## config.mk

```make
export PLATFORM = sky130hd
export DESIGN_NAME = serial_rx_deframer
export DESIGN_NICKNAME = d
export VERILOG_FILES = /design/src/rtl/serial_link_pkg.sv /design/src/rtl/rx_byte_fifo.sv /design/src/rtl/serial_rx_deframer.sv
export SDC_FILE = /design/constraint.sdc
export NUM_CORES = 1
export LEC_CHECK = 0
export ABC_AREA = 0
export CAP_MARGIN = 40
export CORE_MARGIN = 5
export CORE_UTILIZATION = 45
export DETAILED_ROUTE_END_ITERATION = 7
export PLACE_DENSITY_LB_ADDON = 0.12
export SYNTH_ARGS = -nofsm -noshare
export SYNTH_HDL_FRONTEND = slang
export SYNTH_SLANG_ARGS = --single-unit
```

## constraint.sdc

```tcl
create_clock -name rx_sclk_i -period 3.1 [get_ports rx_sclk_i]
set_clock_uncertainty 0.15 [all_clocks]
set_input_delay 0.775 -clock rx_sclk_i [delete_from_list [all_inputs] [get_ports rx_sclk_i]]
set_output_delay 0.775 -clock rx_sclk_i [all_outputs]
set_load 0.01 [all_outputs]
```

## src/rtl/serial_link_pkg.sv

```systemverilog
// -----------------------------------------------------------------------------
// serial_link_pkg
// Shared definitions for the lab serial link (transmitter and receiver).
// Frame layout on the wire: START_BIT, DATA_BITS data bits LSB first,
// one even-parity bit, STOP_BIT -- FRAME_BITS bits in total.
// -----------------------------------------------------------------------------
package serial_link_pkg;

    localparam int   FRAME_BITS = 11;
    localparam int   DATA_BITS  = 8;
    localparam logic START_BIT  = 1'b0;
    localparam logic STOP_BIT   = 1'b1;

    // Receiver deframer states. BREAK absorbs a line held low after a bad
    // stop bit so that it cannot be mistaken for a new start bit.
    typedef enum logic [2:0] {
        ST_IDLE,
        ST_DATA,
        ST_PARITY,
        ST_STOP,
        ST_BREAK
    } rx_state_t;

endpackage

```

## src/rtl/rx_byte_fifo.sv

```systemverilog
// -----------------------------------------------------------------------------
// rx_byte_fifo
// First-word-fall-through FIFO. The head entry is always presented on `head`
// (all zeros when empty), and `pop` retires it at the clock edge.
//
// Ports:
//   clk        clock
//   srst       synchronous active-high reset (empties the FIFO)
//   push       write request; accepted when not full, or when full and a pop
//              retires an entry at the same edge
//   push_data  data to write
//   pop        read request; ignored when empty
//   head       current head entry, zero when empty
//   full       DEPTH entries held
//   empty      no entries held
//   count      occupancy 0..DEPTH
// -----------------------------------------------------------------------------
module rx_byte_fifo #(
    parameter int DEPTH = 4,
    parameter int WIDTH = 8
) (
    input  logic                       clk,
    input  logic                       srst,
    input  logic                       push,
    input  logic [WIDTH-1:0]           push_data,
    input  logic                       pop,
    output logic [WIDTH-1:0]           head,
    output logic                       full,
    output logic                       empty,
    output logic [$clog2(DEPTH):0]     count
);

    localparam int PTR_W = $clog2(DEPTH);
    localparam int CNT_W = PTR_W + 1;

    logic [WIDTH-1:0] mem [DEPTH];
    logic [PTR_W-1:0] wr_ptr_reg;
    logic [PTR_W-1:0] rd_ptr_reg;
    logic [CNT_W-1:0] count_reg;

    logic do_pop;
    logic do_push;

    assign empty   = (count_reg == '0);
    assign full    = (count_reg == CNT_W'(DEPTH));
    assign do_pop  = pop && !empty;
    // A pop at the same edge frees the slot the push needs.
    assign do_push = push && (!full || do_pop);

    // Storage has no reset: stale entries are never visible because the
    // head is masked whenever the FIFO is empty.
    always_ff @(posedge clk) begin
        if (do_push) begin
            mem[wr_ptr_reg] <= push_data;
        end
    end

    // Power-of-two depth: pointers wrap naturally.
    always_ff @(posedge clk) begin
        if (srst) begin
            wr_ptr_reg <= '0;
            rd_ptr_reg <= '0;
            count_reg  <= '0;
        end else begin
            if (do_push) begin
                wr_ptr_reg <= wr_ptr_reg + PTR_W'(1);
            end
            if (do_pop) begin
                rd_ptr_reg <= rd_ptr_reg + PTR_W'(1);
            end
            case ({do_push, do_pop})
                2'b10:   count_reg <= count_reg + CNT_W'(1);
                2'b01:   count_reg <= count_reg - CNT_W'(1);
                default: count_reg <= count_reg;
            endcase
        end
    end

    // Head is a register-addressed read of register storage; no input
    // reaches it combinationally.
    assign head  = empty ? '0 : mem[rd_ptr_reg];
    assign count = count_reg;

endmodule

```

## src/rtl/serial_rx_deframer.sv

```systemverilog
// -----------------------------------------------------------------------------
// serial_rx_deframer
// Samples the serial line once per rx_sclk_i edge, extracts 11-bit frames
// (start 0, 8 data bits LSB first, even parity, stop 1) and pushes good bytes
// into a FWFT FIFO drained with a valid/ready handshake.
//
// Ports:
//   rx_sclk_i         clock (serial bit clock)
//   rx_srst_i         synchronous active-high reset
//   rx_sdata_i        serial line, idles high
//   read_ready_i      consumer pop request, effective while valid is high
//   rx_pdata_o        FIFO head byte, 8'h00 when empty
//   rx_pdata_valid_o  FIFO non-empty
//   rx_fifo_count_o   FIFO occupancy
//   rx_busy_o         deframer not in IDLE
//   parity_err_o      one-cycle pulse: frame dropped for bad parity
//   frame_err_o       one-cycle pulse: frame dropped for bad stop bit
//   overflow_o        sticky: a good byte was lost to a full FIFO
// -----------------------------------------------------------------------------
module serial_rx_deframer
    import serial_link_pkg::*;
#(
    parameter int FIFO_DEPTH = 4
) (
    input  logic                          rx_sclk_i,
    input  logic                          rx_srst_i,
    input  logic                          rx_sdata_i,
    input  logic                          read_ready_i,
    output logic [7:0]                    rx_pdata_o,
    output logic                          rx_pdata_valid_o,
    output logic [$clog2(FIFO_DEPTH):0]   rx_fifo_count_o,
    output logic                          rx_busy_o,
    output logic                          parity_err_o,
    output logic                          frame_err_o,
    output logic                          overflow_o
);

    localparam int CNT_W = $clog2(DATA_BITS);

    rx_state_t              state_reg,  state_next;
    logic [CNT_W-1:0]       cnt_reg,    cnt_next;
    logic [DATA_BITS-1:0]   shreg_reg,  shreg_next;
    logic                   par_reg,    par_next;
    logic                   perr_reg,   perr_next;
    logic                   ferr_reg,   ferr_next;
    logic                   ovf_reg,    ovf_next;
    logic                   busy_reg;

    logic                   push;
    logic                   pop;
    logic                   fifo_full;
    logic                   fifo_empty;

    assign pop = read_ready_i && !fifo_empty;

    always_ff @(posedge rx_sclk_i) begin
        if (rx_srst_i) begin
            state_reg <= ST_IDLE;
            cnt_reg   <= '0;
            shreg_reg <= '0;
            par_reg   <= 1'b0;
            perr_reg  <= 1'b0;
            ferr_reg  <= 1'b0;
            ovf_reg   <= 1'b0;
            busy_reg  <= 1'b0;
        end else begin
            state_reg <= state_next;
            cnt_reg   <= cnt_next;
            shreg_reg <= shreg_next;
            par_reg   <= par_next;
            perr_reg  <= perr_next;
            ferr_reg  <= ferr_next;
            ovf_reg   <= ovf_next;
            // Registered from the next state so busy carries no input path.
            busy_reg  <= (state_next != ST_IDLE);
        end
    end

    always_comb begin
        state_next = state_reg;
        cnt_next   = cnt_reg;
        shreg_next = shreg_reg;
        par_next   = par_reg;
        perr_next  = 1'b0;
        ferr_next  = 1'b0;
        push       = 1'b0;

        case (state_reg)
            ST_IDLE: begin
                if (rx_sdata_i == START_BIT) begin
                    state_next = ST_DATA;
                    cnt_next   = '0;
                end
            end
            ST_DATA: begin
                shreg_next[cnt_reg] = rx_sdata_i;
                cnt_next            = cnt_reg + CNT_W'(1);
                if (cnt_reg == CNT_W'(DATA_BITS - 1)) begin
                    state_next = ST_PARITY;
                end
            end
            ST_PARITY: begin
                par_next   = rx_sdata_i;
                state_next = ST_STOP;
            end
            ST_STOP: begin
                // A bad stop bit masks any parity problem on the same frame.
                if (rx_sdata_i != STOP_BIT) begin
                    ferr_next  = 1'b1;
                    state_next = ST_BREAK;
                end else if (par_reg != (^shreg_reg)) begin
                    perr_next  = 1'b1;
                    state_next = ST_IDLE;
                end else begin
                    push       = 1'b1;
                    state_next = ST_IDLE;
                end
            end
            ST_BREAK: begin
                if (rx_sdata_i == STOP_BIT) begin
                    state_next = ST_IDLE;
                end
            end
            default: begin
                state_next = ST_IDLE;
            end
        endcase
    end

    // Lost byte only when full and no pop frees a slot at the same edge.
    assign ovf_next = ovf_reg || (push && fifo_full && !pop);

    rx_byte_fifo #(
        .DEPTH (FIFO_DEPTH),
        .WIDTH (DATA_BITS)
    ) u_fifo (
        .clk       (rx_sclk_i),
        .srst      (rx_srst_i),
        .push      (push),
        .push_data (shreg_reg),
        .pop       (pop),
        .head      (rx_pdata_o),
        .full      (fifo_full),
        .empty     (fifo_empty),
        .count     (rx_fifo_count_o)
    );

    assign rx_pdata_valid_o = !fifo_empty;
    assign rx_busy_o        = busy_reg;
    assign parity_err_o     = perr_reg;
    assign frame_err_o      = ferr_reg;
    assign overflow_o       = ovf_reg;

endmodule

```

==> results.sh, run 1 <==
export IMPL_run_status="finished, final reports clean"
export IMPL_synth_edf_count=32
export IMPL_hold_viol=0
export IMPL_cts_max_level=3
export IMPL_grt_ovfl_total=0
export IMPL_whs_endpoint="overflow_o"
export IMPL_fin_setup_tns_ns=0
export IMPL_worst_setup_path_start_kind="flip-flop"
export IMPL_yosysSeqAreaShare=0.580
export IMPL_cts_root_buf="clkbuf_8"
export IMPL_avgSynthCellArea_um2=12.9
export IMPL_critPathKind="flip-flop to primary output"
export IMPL_hp_class="flip-flop to flip-flop"
export IMPL_rsz0062_at_grt="no"
export IMPL_synth_cell_types=37
export IMPL_maxCapViolations=0
export IMPL_met3_length_um=183
export IMPL_antenna_found_initial=0
export IMPL_critical_path_endpoint_type="primary output"
export IMPL_cts_buffers=9
export IMPL_hold_path_depth=1
export IMPL_dr_pass1_iters=4
export IMPL_fmax_mhz=344
export IMPL_die_h_um=86.4
export IMPL_initial_core_util=0.471
export IMPL_async_reset_ff_frac=0
export IMPL_fin_cells=302
export IMPL_power_internal_mw=1.30
export IMPL_grt_pass1_wl_mm=7.91
export IMPL_reg2reg_from="shreg_reg[3]"
export IMPL_drive_above_1_share=0.139
export IMPL_finalWirelength_mm=4.72
export IMPL_layout_setup_ws_ns=0.194
export IMPL_drc=0
export IMPL_timing_rr_end="u_fifo.count[2]"
export IMPL_cp_data_arrival_time_ns=1.98
export IMPL_nNetsFinal=236
export IMPL_cellLeakagePower_nw=1.14
export IMPL_syn2layout_area_growth_pct=17.6
export IMPL_wl_met1_mm=2.13
export IMPL_powerDensity_nw_per_um2=528
export IMPL_power_frac_seq=0.520
export IMPL_finalCritPeriodShare=0.938
export IMPL_dr_max_layer_used="met4"
export IMPL_wl_met2_mm=2.29
export IMPL_syn_area_um2=2620
export IMPL_p_sw_frac=0.205
export IMPL_grt_max_degree=18
export IMPL_r2r_slack_ns=0.31
export IMPL_cp_max_fo=8
export IMPL_io_pins=20
export IMPL_synth_fp_nets=214
export IMPL_cts_tree="built"
export IMPL_clk_latency_ns=0.33
export IMPL_portBuffers=19
export IMPL_core_um2=5570
export IMPL_syn_instance_count=203
export IMPL_ant_nets=0
export IMPL_vias=1558
export IMPL_dp_hpwl_mm=3.34
export IMPL_dp_cells=286
export IMPL_cts_buffer_depth=2
export IMPL_place_congestion=0.791
export IMPL_die_x_um=86.4
export IMPL_viasPerCell=5.16
export IMPL_clk_pin_slew_ns=0.07
export IMPL_cts_setup_buffers=0
export IMPL_fin_crit_ns=2.91
export IMPL_place_ws_ns=0.159
export IMPL_netSwitchingPower_uw=334
export IMPL_ctsResizeCount=0
export IMPL_track_usage=0.142
export IMPL_cp_required_ns=2.17
export IMPL_drt_wirelength_per_cell_um=15.6
export IMPL_min_delay_start="overflow_o"
export IMPL_dieArea_um2=7460
export IMPL_drt_iter0_markers=59
export IMPL_yosysWarnings=0
export IMPL_relSlewSlack=0.608
export IMPL_fp_row_count=27
export IMPL_largest_register_ffs=32
export IMPL_ctsHoldBuffers=0
export IMPL_worstRegToRegCells=8
export IMPL_grt_pass1_vias=1630
export IMPL_n_antenna_cell=0
export IMPL_clkSinkCount=60
export IMPL_setup_viol=0
export IMPL_p_clk_frac=0.428
export IMPL_p_comb_frac=0.052
export IMPL_ir_worst_vdd_mv=0.280
export IMPL_max_slew_worst_pin_slew_ns=0.586
export IMPL_ys_flop_type="edfxtp_1"
export IMPL_slew_violations=0
export IMPL_ys_seq_elements=60
routing by layer:
metal  vias to the layer above  track usage
li1                        769            -
met1                       747        0.173
met2                        31        0.220
met3                        11       0.0437
met4                         0       0.0822
met5                         -            0
how the worst max path moves through the flow:
| stage | from | endpoint | cells past startpoint |
|---|---|---|---|
| 2_1_floorplan | shreg_reg[4] | u_fifo.count[2] | 8 |
| 3_3_place_gp | rx_sdata_i | u_fifo.count[2] | 7 |
| 3_5_place_dp | rx_sdata_i | u_fifo.mem[1][7] | 5 |
| 4_1_cts | flip-flop | rx_pdata_o[6] | 4 |
| 5_1_grt | shreg_reg[3] | u_fifo.count[2] | 8 |
| 6_report | flip-flop | rx_pdata_o[7] | 4 |
cells in the final DEF, fill, tap and decap left out, types with 5 or more instances in the layout:
| cell type | synthesis | final |
|---|---|---|
| edfxtp_1 | 32 | 32 |
| dfxtp_1 | 28 | 28 |
| nor2_1 | 25 | 25 |
| clkdlybuf4s50_1 | 0 | 19 |
| and2_1 | 13 | 13 |
| nand2_1 | 12 | 12 |
| mux2i_1 | 10 | 10 |
| clkbuf_8 | 0 | 9 |
| mux4_2 | 8 | 8 |
| nand3_1 | 7 | 7 |
| ha_1 | 6 | 6 |
| a21oi_1 | 5 | 5 |
| nor2b_1 | 5 | 5 |
power by group through the flow:
stage | clock [mW] | combinational (mW) | sequential, mW
final | 0.698 | 0.0848 | 0.847
after global routing | 0.758 | 0.0938 | 0.847
after CTS | 0.718 | 0.0860 | 0.846
after detailed placement | 0 | 0.0855 | 0.864
after global placement | 0 | 0.0837 | 0.863
after floorplan | 0 | 0.0553 | 0.861
worst max-delay path, cell delays in order, from the launching register on:
cell             delay [ns]
dfxtp_1                0.31
buf_4                  0.19
mux4_2                 0.51
and2_1                 0.17
clkdlybuf4s50_1        0.47
cells by family (layout without fill, tap and decap cells):
logic type,after synthesis,count (layout),share of synthesized area
XOR/XNOR,10,10,0.0501
flip-flops,60,60,0.580
AND/OR/NAND/NOR,78,78,0.151
buffers and inverters,13,40,0.0186
adder cells (fa/ha/maj),7,7,0.0362
AO/OA/AOI/OAI,13,13,0.0324
multiplexers,22,22,0.132
cells in the mapped netlist (2+ instances only):
cell type | instances | area, µm²
edfxtp_1 | 32 | 961
dfxtp_1 | 28 | 561
nor2_1 | 25 | 93.8
and2_1 | 13 | 81.3
nand2_1 | 12 | 45.0
clkbuf_1 | 11 | 41.3
mux2i_1 | 10 | 100
mux4_2 | 8 | 180
nand3_1 | 7 | 35.0
ha_1 | 6 | 75.1
a21oi_1 | 5 | 25.0
nor2b_1 | 5 | 31.3
nand2b_1 | 4 | 25.0
xnor2_1 | 4 | 35.0
nor3_1 | 3 | 15.0
o21ai_0 | 3 | 15.0
xor2_1 | 3 | 26.3
a22oi_1 | 2 | 15.0
inv_1 | 2 | 7.51
mux2_4 | 2 | 30.0
or3_1 | 2 | 12.5
through the flow:
| step | hold WS [ns] | total power, mW | utilization | area (µm²) |
|---|---|---|---|---|
| finish | 0.345 | 1.63 | 0.554 | 3090 |
| global route | 0.380 | 1.70 | 0.554 | 3090 |
| CTS | 0.346 | 1.65 | 0.554 | 3090 |
| detailed placement | 0.327 | 0.949 | 0.518 | 2890 |
| global placement | 0.317 | 0.947 | 0.518 | 2890 |
| floorplan | 0.316 | 0.916 | - | 2620 |
final cells by class:
type / count / area, µm²
Timing Repair Buffer: 22 / 213
Inverter: 2 / 7.51
Clock buffer: 11 / 153
Fill cell: 478 / 2490
Sequential cell: 60 / 1520
Tap cell: 72 / 90.1
Multi-Input combinational cell: 130 / 1050
Clock inverter: 5 / 48.8
(Power assumes the default switching activity.)
==> inputs of run 2 (changes only) <==
CORE_ASPECT_RATIO = 1.1   (was not set)
==> results.sh, run 2 (same netlist as run 1, synthesis figures left out) <==
export IMPL_drt_iter0_markers=51
export IMPL_worst_setup_path_start_kind="flip-flop"
export IMPL_cp_required_ns=2.17
export IMPL_drc=0
export IMPL_grt_pass1_wl_mm=7.68
export IMPL_cellLeakagePower_nw=1.15
export IMPL_syn2layout_area_growth_pct=19.0
export IMPL_grt_ovfl_total=0
export IMPL_layout_cells_most_common="edfxtp_1"
export IMPL_vias=1575
export IMPL_die_h_um=90.1
export IMPL_min_delay_start="overflow_o"
export IMPL_hold_viol=0
export IMPL_fin_cells=307
export IMPL_dr_pass1_iters=4
export IMPL_place_congestion=0.741
export IMPL_fp_row_count=29
export IMPL_dp_cells=291
export IMPL_ir_worst_vdd_mv=0.313
export IMPL_clk_pin_slew_ns=0.06
export IMPL_cts_root_buf="clkbuf_8"
export IMPL_clk_latency_ns=0.33
export IMPL_drt_wirelength_per_cell_um=14.6
export IMPL_rsz0062_at_grt="no"
export IMPL_core_um2=5730
export IMPL_slew_violations=0
export IMPL_die_x_um=82.8
export IMPL_cp_max_fo=8
export IMPL_powerDensity_nw_per_um2=558
export IMPL_track_usage=0.132
export IMPL_cp_data_arrival_time_ns=2.00
export IMPL_grt_max_degree=17
export IMPL_setup_viol=0
export IMPL_ant_nets=0
export IMPL_io_pins=20
export IMPL_n_antenna_cell=0
export IMPL_cts_buffers=9
export IMPL_maxCapViolations=0
export IMPL_run_status="finished, final reports clean"
export IMPL_critical_path_endpoint_type="primary output"
export IMPL_grt_pass1_vias=1557
export IMPL_max_slew_worst_pin_slew_ns=0.505
export IMPL_largest_register_ffs=32
export IMPL_viasPerCell=5.13
export IMPL_critPathKind="flip-flop to primary output"
export IMPL_worstRegToRegCells=8
export IMPL_reg2reg_from="shreg_reg[4]"
export IMPL_ctsHoldBuffers=0
export IMPL_finalCritPeriodShare=0.943
export IMPL_hold_worst_slack_ns=0.342
export IMPL_drive_above_1_share=0.135
export IMPL_clkSinkCount=60
export IMPL_dp_hpwl_mm=3.18
export IMPL_hold_path_depth=1
export IMPL_final_cell_mix="edfxtp_1, dfxtp_1, nor2_1"
export IMPL_portBuffers=19
export IMPL_ctsResizeCount=0
export IMPL_relSlewSlack=0.663
export IMPL_finalWirelength_mm=4.47
export IMPL_fmax_mhz=342
export IMPL_cts_tree="built"
export IMPL_cts_buffer_depth=2
export IMPL_hp_class="flip-flop to flip-flop"
export IMPL_initial_core_util=0.458
export IMPL_cts_max_level=3
export IMPL_antenna_found_initial=0
export IMPL_dieArea_um2=7460
export IMPL_fin_crit_ns=2.92
export IMPL_nNetsFinal=236
export IMPL_fin_setup_tns_ns=0
export IMPL_cts_setup_buffers=0
run 2: changes by cell type in the layout (fill, tap and decap cells not counted), sizes merged:
cell    previous run  this run
clkinv             4         3
clkbuf            11        10
bufinv             1         3
run 2: final timing paths:
check                                       end  slack [ns]
worst max-delay path              rx_pdata_o[3]        0.18
worst min-delay path                 overflow_o        0.34
worst max register to register  u_fifo.count[2]        0.30
worst min register to register       overflow_o        0.34
run 2: power breakdown:
| group | total [mW] | switching, mW | internal (mW) |
|---|---|---|---|
| sequential | 0.846 | 0.00920 | 0.837 |
| combinational | 0.0847 | 0.0392 | 0.0455 |
| clock | 0.812 | 0.285 | 0.527 |
| total | 1.74 | 0.333 | 1.41 |
run 2: area by class of cell:
| cell class | instances | area, µm² |
|---|---|---|
| clock buffer | 10 | 128 |
| timing repair buffer | 22 | 213 |
| fill | 502 | 2610 |
| multi-input combinational | 130 | 1050 |
| sequential | 60 | 1520 |
| tap | 77 | 96.3 |
| clock inverter | 6 | 103 |
| inverter | 2 | 7.51 |
run 2: routing by layer:
layer	vias to the layer above	track usage	wire length [µm]
met5	-	0	0
met4	0	0.0599	108
met3	10	0.0558	180
met2	27	0.211	2270
met1	767	0.154	1910
li1	771	-	-
run 2: worst max-delay path, cell delays in order, from the launching register on:
cell	delay (ns)
dfxtp_1	0.31
buf_4	0.20
mux4_2	0.52
and2_1	0.16
clkdlybuf4s50_1	0.47
run 2: stage by stage:
stage                     power (mW)  utilization  setup WS, ns  instance area [µm²]
after global placement         0.947        0.504         0.210                 2890
after detailed placement       0.949        0.504         0.200                 2890
after CTS                       1.76        0.545         0.142                 3120
final                           1.74        0.545         0.177                 3120
after global routing            1.81        0.545        0.0699                 3120
after floorplan                0.916            -         0.514                 2620
==> inputs of run 3 (changes only) <==
CTS_CLUSTER_SIZE = 40   (was not set)
MAX_ROUTING_LAYER = met4   (was not set)
==> results.sh, run 3 (same netlist as run 1, synthesis figures left out) <==
export IMPL_cp_data_arrival_time_ns=2.00
export IMPL_p_clk_frac=0.465
export IMPL_cellLeakagePower_nw=1.15
export IMPL_power_internal_mw=1.41
export IMPL_dp_cells=291
export IMPL_grt_pass1_vias=1561
export IMPL_place_ws_ns=0.200
export IMPL_hold_path_depth=1
export IMPL_clk_pin_slew_ns=0.06
export IMPL_viasPerCell=5.15
export IMPL_fin_cells=307
export IMPL_finalWirelength_mm=4.47
export IMPL_die_h_um=90.1
export IMPL_fp_row_count=29
export IMPL_critPathKind="flip-flop to primary output"
export IMPL_slew_violations=0
export IMPL_core_um2=5730
export IMPL_r2r_slack_ns=0.29
export IMPL_finalCritPeriodShare=0.943
export IMPL_largest_register_ffs=32
export IMPL_vias=1582
export IMPL_antenna_found_initial=0
export IMPL_cts_tree="built"
export IMPL_cts_max_level=3
export IMPL_fin_util=0.545
export IMPL_layout_cells_most_common="edfxtp_1"
export IMPL_setup_viol=0
export IMPL_drt_wirelength_per_cell_um=14.6
export IMPL_maxCapViolations=0
export IMPL_clkSinkCount=60
export IMPL_cp_max_fo=8
export IMPL_rsz0062_at_grt="no"
export IMPL_ant_nets=0
export IMPL_worst_setup_path_start_kind="flip-flop"
export IMPL_final_cell_mix="edfxtp_1, dfxtp_1, nor2_1"
export IMPL_grt_ovfl_total=0
export IMPL_dieArea_um2=7460
export IMPL_cts_setup_buffers=0
export IMPL_portBuffers=19
export IMPL_ir_worst_vdd_mv=0.312
export IMPL_hold_viol=0
export IMPL_die_x_um=82.8
export IMPL_dpl_cell_area_um2=2890
export IMPL_p_sw_frac=0.190
export IMPL_grt_pass1_wl_mm=7.67
export IMPL_nNetsFinal=236
export IMPL_cts_root_buf="clkbuf_8"
export IMPL_fin_crit_ns=2.92
export IMPL_cts_buffer_depth=2
export IMPL_fin_area_um2=3120
export IMPL_relSlewSlack=0.662
export IMPL_cts_buffers=9
export IMPL_initial_core_util=0.458
export IMPL_layout_setup_ws_ns=0.178
export IMPL_dr_pass1_iters=4
export IMPL_track_usage=0.136
export IMPL_io_pins=20
export IMPL_fin_setup_tns_ns=0
export IMPL_drive_above_1_share=0.135
export IMPL_power_frac_seq=0.486
export IMPL_critical_path_endpoint_type="primary output"
export IMPL_drt_iter0_markers=49
export IMPL_nFillCells=502
export IMPL_clk_latency_ns=0.33
export IMPL_max_slew_worst_pin_slew_ns=0.505
export IMPL_ctsHoldBuffers=0
export IMPL_dp_hpwl_mm=3.18
export IMPL_worstRegToRegCells=8
export IMPL_n_antenna_cell=0
export IMPL_powerDensity_nw_per_um2=558
export IMPL_p_comb_frac=0.049
export IMPL_run_status="finished, final reports clean"
export IMPL_hp_class="flip-flop to flip-flop"
export IMPL_ctsResizeCount=0
export IMPL_grt_max_degree=17
export IMPL_cp_required_ns=2.17
export IMPL_fmax_mhz=342
export IMPL_syn2layout_area_growth_pct=19.0
export IMPL_netSwitchingPower_uw=332
export IMPL_place_congestion=0.750
export IMPL_drc=0
## run 3: cell counts in the layout (fill, tap and decap cells not counted)
Identical to the previous run, type by type.
## run 3: path summary, 6_finish.rpt
check | end | startpoint
worst max register to register | u_fifo.count[2] | shreg_reg[4]
worst max-delay path | rx_pdata_o[3] | flip-flop
worst min-delay path | overflow_o | overflow_o
worst min register to register | overflow_o | overflow_o
## run 3: per-layer routing
| layer | GRT usage | vias up | part of all wire | routed length (µm) |
|---|---|---|---|---|
| met4 | 0.0599 | 0 | 0.023 | 104 |
| li1 | - | 771 | - | - |
| met3 | 0.0539 | 10 | 0.037 | 165 |
| met5 | - | - | 0 | 0 |
| met2 | 0.211 | 28 | 0.51 | 2280 |
| met1 | 0.155 | 773 | 0.43 | 1930 |
## run 3: power groups by stage
stage	Combinational, mW	Clock (mW)	Sequential, mW
3_5_place_dp	0.0856	0	0.863
4_1_cts	0.0863	0.825	0.846
6_report	0.0847	0.811	0.846
3_3_place_gp	0.0840	0	0.863
2_1_floorplan	0.0553	0	0.861
5_1_grt	0.0929	0.874	0.847
## run 3: layout make-up
| type | count | area, µm² | share of cell area |
|---|---|---|---|
| sequential | 60 | 1520 | 0.487 |
| multi-input combinational | 130 | 1050 | 0.337 |
| timing repair buffer | 22 | 213 | 0.0681 |
| clock buffer | 10 | 128 | 0.0409 |
| clock inverter | 6 | 103 | 0.0329 |
| tap | 77 | 96.3 | 0.0309 |
| inverter | 2 | 7.51 | 0.00240 |
## run 3: critical path, cell delays in order, from the launching register on
cell	delay, ns
dfxtp_1	0.31
buf_4	0.20
mux4_2	0.52
and2_1	0.16
clkdlybuf4s50_1	0.47
## run 3: through the flow
stage	hold WS [ns]	power, mW
2_1_floorplan	0.316	0.916
3_3_place_gp	0.316	0.947
3_5_place_dp	0.326	0.949
4_1_cts	0.346	1.76
5_1_grt	0.371	1.81
6_report	0.342	1.74
